### config.mk
export PLATFORM = sky130hd
export DESIGN_NAME = pipe_stage_reg
export DESIGN_NICKNAME = d
export VERILOG_FILES = /design/src/rtl/pipe_pkg.sv /design/src/rtl/pipe_sat_counter.sv /design/src/rtl/pipe_stage_reg.sv
export SDC_FILE = /design/constraint.sdc
export NUM_CORES = 1
export LEC_CHECK = 0
export CORE_MARGIN = 10
export CORE_UTILIZATION = 38
export DETAILED_ROUTE_END_ITERATION = 7
export GPL_TIMING_DRIVEN = 0
export PLACE_DENSITY_LB_ADDON = 0.3
export SETUP_SLACK_MARGIN = 0.1
export SYNTH_ARGS = -nofsm -noshare
export SYNTH_HDL_FRONTEND = slang
export SYNTH_HIERARCHICAL = 1
export SYNTH_SLANG_ARGS = --single-unit
export TNS_END_PERCENT = 5
### constraint.sdc
create_clock -name clk -period 1.8 [get_ports clk]
set_input_delay 0.54 -clock clk [delete_from_list [all_inputs] [get_ports clk]]
set_output_delay 0.54 -clock clk [all_outputs]
set_load 0.005 [all_outputs]
### src/rtl/pipe_pkg.sv
// Shared types and widths for the inter-stage pipeline registers of the 5-stage core.
package pipe_pkg;

  typedef enum logic [1:0] {
    ST_EMPTY = 2'd0,
    ST_ONE   = 2'd1,
    ST_FULL  = 2'd2
  } stage_state_t;

  localparam int CTRL_W_DEF = 6;
  localparam int DATA_W_DEF = 133;

  // Bit positions inside the control vector
  localparam int CTRL_BRANCH   = 5;
  localparam int CTRL_MEMREAD  = 4;
  localparam int CTRL_MEMWRITE = 3;
  localparam int CTRL_REGWRITE = 2;
  localparam int CTRL_MEMTOREG = 1;
  localparam int CTRL_ZERO     = 0;

endpackage

### src/rtl/pipe_sat_counter.sv
// Saturating event counter for the stage performance counters (PIPE_STAGE_PERF_EN builds only).
`ifdef PIPE_STAGE_PERF_EN
module pipe_sat_counter #(
  parameter int CNT_W = 32
) (
  input  logic             clk,
  input  logic             reset,
  input  logic             inc,
  output logic [CNT_W-1:0] count
);

  always_ff @(posedge clk) begin
    if (reset) begin
      count <= '0;
    end else if (inc && (count != {CNT_W{1'b1}})) begin
      count <= count + CNT_W'(1);
    end
  end

endmodule
`endif

### src/rtl/pipe_stage_reg.sv
// Inter-stage pipeline register with valid/ready handshake, 2-entry skid, flush and bubble squash.
// Optional stall/bubble performance counters are enabled by defining PIPE_STAGE_PERF_EN.
module pipe_stage_reg
  import pipe_pkg::*;
#(
  parameter int CTRL_W = CTRL_W_DEF,
  parameter int DATA_W = DATA_W_DEF,
  parameter int CNT_W  = 32
) (
  input  logic              clk,
  input  logic              reset,
  input  logic              flush,
  input  logic              in_valid,
  output logic              in_ready,
  input  logic [CTRL_W-1:0] in_ctrl,
  input  logic [DATA_W-1:0] in_data,
  output logic              out_valid,
  input  logic              out_ready,
  output logic [CTRL_W-1:0] out_ctrl,
  output logic [DATA_W-1:0] out_data
`ifdef PIPE_STAGE_PERF_EN
  ,
  output logic [CNT_W-1:0]  stall_cnt,
  output logic [CNT_W-1:0]  bubble_cnt
`endif
);

  stage_state_t      state_p1;
  logic              ready_p1;
  logic [CTRL_W-1:0] main_ctrl_p1;
  logic [DATA_W-1:0] main_data_p1;
  logic [CTRL_W-1:0] skid_ctrl_p1;
  logic [DATA_W-1:0] skid_data_p1;
  logic              accept;
  logic              drain;

  assign in_ready  = ready_p1;
  assign out_valid = (state_p1 != ST_EMPTY);
  assign accept    = in_valid & ready_p1;
  assign drain     = out_valid & out_ready;
  assign out_ctrl  = main_ctrl_p1 & {CTRL_W{out_valid}};
  assign out_data  = main_data_p1;

  // Stage boundary: main holds the entry shown downstream, skid catches one entry during a stall.
  // ready_p1 is loaded with (next state != FULL) so out_ready never reaches in_ready combinationally.
  always_ff @(posedge clk) begin
    if (reset) begin
      state_p1     <= ST_EMPTY;
      ready_p1     <= 1'b1;
      main_ctrl_p1 <= '0;
      main_data_p1 <= '0;
      skid_ctrl_p1 <= '0;
      skid_data_p1 <= '0;
    end else if (flush) begin
      state_p1 <= ST_EMPTY;
      ready_p1 <= 1'b1;
    end else begin
      case (state_p1)
        ST_EMPTY: begin
          if (accept) begin
            main_ctrl_p1 <= in_ctrl;
            main_data_p1 <= in_data;
            state_p1     <= ST_ONE;
          end
        end
        ST_ONE: begin
          if (accept && drain) begin
            main_ctrl_p1 <= in_ctrl;
            main_data_p1 <= in_data;
          end else if (accept) begin
            skid_ctrl_p1 <= in_ctrl;
            skid_data_p1 <= in_data;
            state_p1     <= ST_FULL;
            ready_p1     <= 1'b0;
          end else if (drain) begin
            state_p1 <= ST_EMPTY;
          end
        end
        ST_FULL: begin
          if (drain) begin
            main_ctrl_p1 <= skid_ctrl_p1;
            main_data_p1 <= skid_data_p1;
            state_p1     <= ST_ONE;
            ready_p1     <= 1'b1;
          end
        end
        default: begin
          state_p1 <= ST_EMPTY;
          ready_p1 <= 1'b1;
        end
      endcase
    end
  end

`ifdef PIPE_STAGE_PERF_EN
  pipe_sat_counter #(.CNT_W(CNT_W)) u_stall_cnt (
    .clk   (clk),
    .reset (reset),
    .inc   (out_valid & ~out_ready),
    .count (stall_cnt)
  );

  pipe_sat_counter #(.CNT_W(CNT_W)) u_bubble_cnt (
    .clk   (clk),
    .reset (reset),
    .inc   (~out_valid),
    .count (bubble_cnt)
  );
`else
  logic perf_unused;
  assign perf_unused = ^CNT_W;
`endif

endmodule

# == Yosys cells after proc, flatten, opt, wreduce, memory -nomap -nowiden ==
# Cells that the tools add are included.
# word_totals
reg_bits,281
inputBits,144
# classes
eq_ne,8
mux,18
n_reduce_logical,9
n_bitwise,6
# ops
op,n
$mux 133,3
$pmux 133 s3,1
$mux 6,3
$pmux 6 s3,1
$reduce_and 4->1,3
$mux 2,5
$ne 2x2->1 const B,5
$and 6x6->6,1
$pmux 2 s3,1
$reduce_and 5->1,1
$mux 1,3
$ne 3x3->1 const B,1
$not 1->1,3
$pmux 1 s3,1
$reduce_bool 3->1,1
$and 1x1->1,2
$eq 2x1->1 const B,1
$eq 2x2->1 const B,1
$logic_not 2->1,1
$reduce_bool 2->1,1
$reduce_or 2->1,1
$logic_and 1x1->1,1

# == Longest topological paths before layout ==
# logic_depth
word_depth,6
depth_mapped,7

# == Least setup slack after synthesis ==
# No wires, ideal clock.
# synth_timing
path_kind,input to register
startpoint,in out_ready
endpoint,reg skid_data_p1[100]
setup_slack_ns,0.079
t_arrival_ns,1.651
required_time_ns,1.730
setup_time_ns,0.070
stages,6
cell_sequence,and4bb_2 nor3b_2 clkbuf_1 buf_2 nand2_1 a21oi_1
# synth_between
elab_chain_len,4
# synth_rtl
element,line,text
"start, declared",pipe_stage_reg.sv:18,"input logic out_ready,"
$and 1x1->1,pipe_stage_reg.sv:40,assign drain = out_valid & out_ready;
$logic_and 1x1->1,pipe_stage_reg.sv:67,if (accept && drain) begin
$not 1->1 (no line),n/a,
$reduce_and 4->1 (no line),n/a,
"end signal, assigned",pipe_stage_reg.sv:72,skid_data_p1 <= in_data;
"end, declared",pipe_stage_reg.sv:33,logic [DATA_W-1:0] skid_data_p1;
# No other way between the ends.
# A chain may end at the register's enable or synchronous reset.

# == Worst setup path in the final report ==
# layout_timing
startpoint,reg state_p1[0]
endpoint,out out_ctrl[2]
# layout_between
elab_chain_len,2
# layout_rtl
element,line,text
"start, declared",pipe_stage_reg.sv:28,stage_state_t state_p1;
"start signal, assigned",pipe_stage_reg.sv:48,state_p1 <= ST_EMPTY;
"start signal, assigned",pipe_stage_reg.sv:55,state_p1 <= ST_EMPTY;
"start signal, assigned",pipe_stage_reg.sv:63,state_p1 <= ST_ONE;
$reduce_bool 2->1,pipe_stage_reg.sv:38,assign out_valid = (state_p1 != ST_EMPTY);
$and 6x6->6,pipe_stage_reg.sv:41,assign out_ctrl = main_ctrl_p1 & {CTRL_W{out_valid}};
"end, declared",pipe_stage_reg.sv:19,"output logic [CTRL_W-1:0] out_ctrl,"
# No other way between the ends.

==> results.toml <==
[clock_tree]
clk_latency_ns = 0.55
holdBufCountCts = 0
cts_buffers = 30
clock_tree.buffer_depth = 3
clockRootBuffer = "clkbuf_16"
cts_sinks = 281
htreeDepth = 1
cts_tree = "built"
clk_transition_reported_paths_ns = 0.06

[global_routing]
grt_max_degree = 15
antenna_found_initial = 4
grt.overflow.total = 0
first_global_vias = 9904
grt_pass1_wl_um = 55770
grt_use_total_pct = 18.99

[min_path]
hp-start = "out_ready"
worstHoldPathType = "primary input to flip-flop"
hold_depth = 2
hold-path-endpoint = "state_p1[1]"

[outcome]
violations = "negative setup slack"
status = "complete, but fails checks"

[power_and_ir_drop]
vdd_ir_drop_max_uv = 587.7
powerDensity_nw_per_um2 = 903.8
leakagePower_nw = 6.919
p_total_mw = 14.61

[logic_synthesis]
ys_seq_area_share_pct = 51.21
syn_area_per_cell_sq_um = 8.803
syn_inst = 1248
ys_types = 24
syn-num-nets = 1392
synthesis.area_sq_um = 10990
synth-warning-count = 6
ys_ff_latch = 281

[die]
num_rows = 62
coreArea_sq_um = 28630
die_width_um = 190.0
fp.dieH_um = 190.0
start_util_pct = 38.38
design.portCount = 285
dieArea_sq_um = 36110

[routing]
dr.pass1.iters = 5
ant_nets = 0
viasPerCell = 5.011
drc = 0
routed_wl_um = 36050
vias = 10000
wl_per_cell_um = 18.06
initialDrtViolationCount = 364

[critical_path]
crit_required_ns = 1.26
ff2ff_path_depth = 9
cpLargestDelayFamily = "flip-flops"
end_kind = "output port"
arrival_ns = 1.38
cp-start-kind = "flip-flop"
r2r-end = "out_data[15]"
path_buf_inv = 2
crit_fanout = 6
cp_cell_sequence = "nor2_4 > buf_6 > nor2b_1 > buf_2"
critical_path_class = "flip-flop to output port"
cp_slowest_cell = "dfxtp_4"
slowest_delay_ns = 0.37
timing.rr.start = "state_p1[0]"
ff2ff_setup_slack_ns = -0.08

[finish]
fin_util_pct = 56.48
final_common_cell = "nand2_1"
drive_above_1_share_pct = 16.53
syn2layout_area_growth_pct = 47.16
final_cell_mix = "nand2_1, dfxtp_1, mux2i_1, clkdlybuf4s50_1, a21oi_1"
final_nets = 1731

[sta]
fin_skew_ns = 0.009680
fin_tns_setup_ns = -2.836
slew_headroom_pct = 47.33
post-route-period-util_pct = 106.6
setup_viol = 56
layout_setup_ws_ns = -0.1186
period_minus_slack_ns = 1.919
tightest_slew_ns = 0.7901
holdWs_ns = 0.4075
rsz0062_at_grt = "true"
fmax_mhz = 521.2
finalMaxSlewViolations = 0
finalHoldViolCount = 0

[job]
drv_cap = 0

[placed_design]
dp_hpwl_um = 25290
portBuffers = 283
pre_cts_slack_ns = -1.327
globalplace.congestion = 0.8079
metrics by stage:
stage	cell area, sq um	instances
global placement	14300	1915
floorplan	10990	1248
finish	16170	1996
detailed placement	14300	1915
CTS	16080	1992
global route	16170	1996
routing by layer:
layer	vias up	global-route usage (%)	share of wire [%]	wire, um
met4	0	5.678	2.9	1035
met5	-	0	0	0
met1	4691	23.76	43	15610
met3	61	3.717	5.7	2042
li1	4982	-	-	-
met2	268	32.33	48	17360
report_power, final:
| group | internal, mW | switching (mW) |
|---|---|---|
| logic | 0.956 | 0.824 |
| clock network | 3.70 | 2.52 |
| registers | 6.47 | 0.138 |
state kept, by name, indices dropped and copies added, names as in the netlist:
| register | count |
|---|---|
| in_ready | 1 |
| out_data | 133 |
| state_p1 | 2 |
| skid_data_p1 | 133 |
| skid_ctrl_p1 | 6 |
| main_ctrl_p1 | 6 |
layout make-up:
class | count | area [sq um]
buffer | 106 | 924.6
tap | 384 | 480.5
timing repair buffer | 308 | 2994
antenna | 3 | 7.507
clock buffer | 43 | 890.9
fill | 2557 | 12460
multi-input combinational | 857 | 5092
sequential | 281 | 5657
clock inverter | 11 | 108.9
inverter | 3 | 11.26
cells in the mapped netlist, drive strengths merged:
library cell / n / area (sq um)
or3: 1 / 6.260
nor2: 140 / 525.5
nand2: 279 / 1047
nand3b: 1 / 7.510
o21ai: 1 / 5.000
nor2b: 7 / 43.79
a211oi: 139 / 1044
a21oi: 140 / 700.7
and4bb: 1 / 12.51
a2111oi: 1 / 8.760
nand4bb: 1 / 11.26
clkbuf: 56 / 210.2
nand4b: 1 / 8.760
mux2i: 139 / 1391
buf: 51 / 257.8
inv: 3 / 11.26
xor2: 1 / 8.760
nor3: 1 / 5.000
nand2b: 1 / 6.260
o32ai: 1 / 27.53
o22a: 1 / 8.760
dfxtp: 281 / 5625
nor3b: 1 / 12.51
logic make-up (layout without fill, tap and decap cells):
logic type / count (synthesis) / in the layout / synth area share [%]
simple gates: 434 / 434 / 15.35
buf+inv: 110 / 471 / 4.362
flops: 281 / 281 / 51.21
other cells: 0 / 3 / 0
xor+xnor: 1 / 1 / 0.07974
mux: 139 / 139 / 12.67
compound gates: 283 / 283 / 16.33
what timing repair did:
item	in CTS	in global routing
cloned	6	0
setup endpoints to repair	412	366
buffers inserted	19	1
resized for setup	423	134
pin swaps	23	29
how the worst max path moves through the flow:
| stage | startpoint | to | cells after the start | slack [ns] |
|---|---|---|---|---|
| 2_1_floorplan | out_ready | skid_data_p1[100] | 6 | 0.09 |
| 3_3_place_gp | flush | out_data[51] | 6 | -1.27 |
| 3_5_place_dp | flush | out_data[51] | 6 | -1.33 |
| 4_1_cts | state_p1[0] | out_ctrl[2] | 4 | -0.13 |
| 5_1_grt | state_p1[0] | out_ctrl[4] | 4 | -0.19 |
| 6_report | state_p1[0] | out_ctrl[2] | 4 | -0.12 |
(Power assumes the default switching activity.)
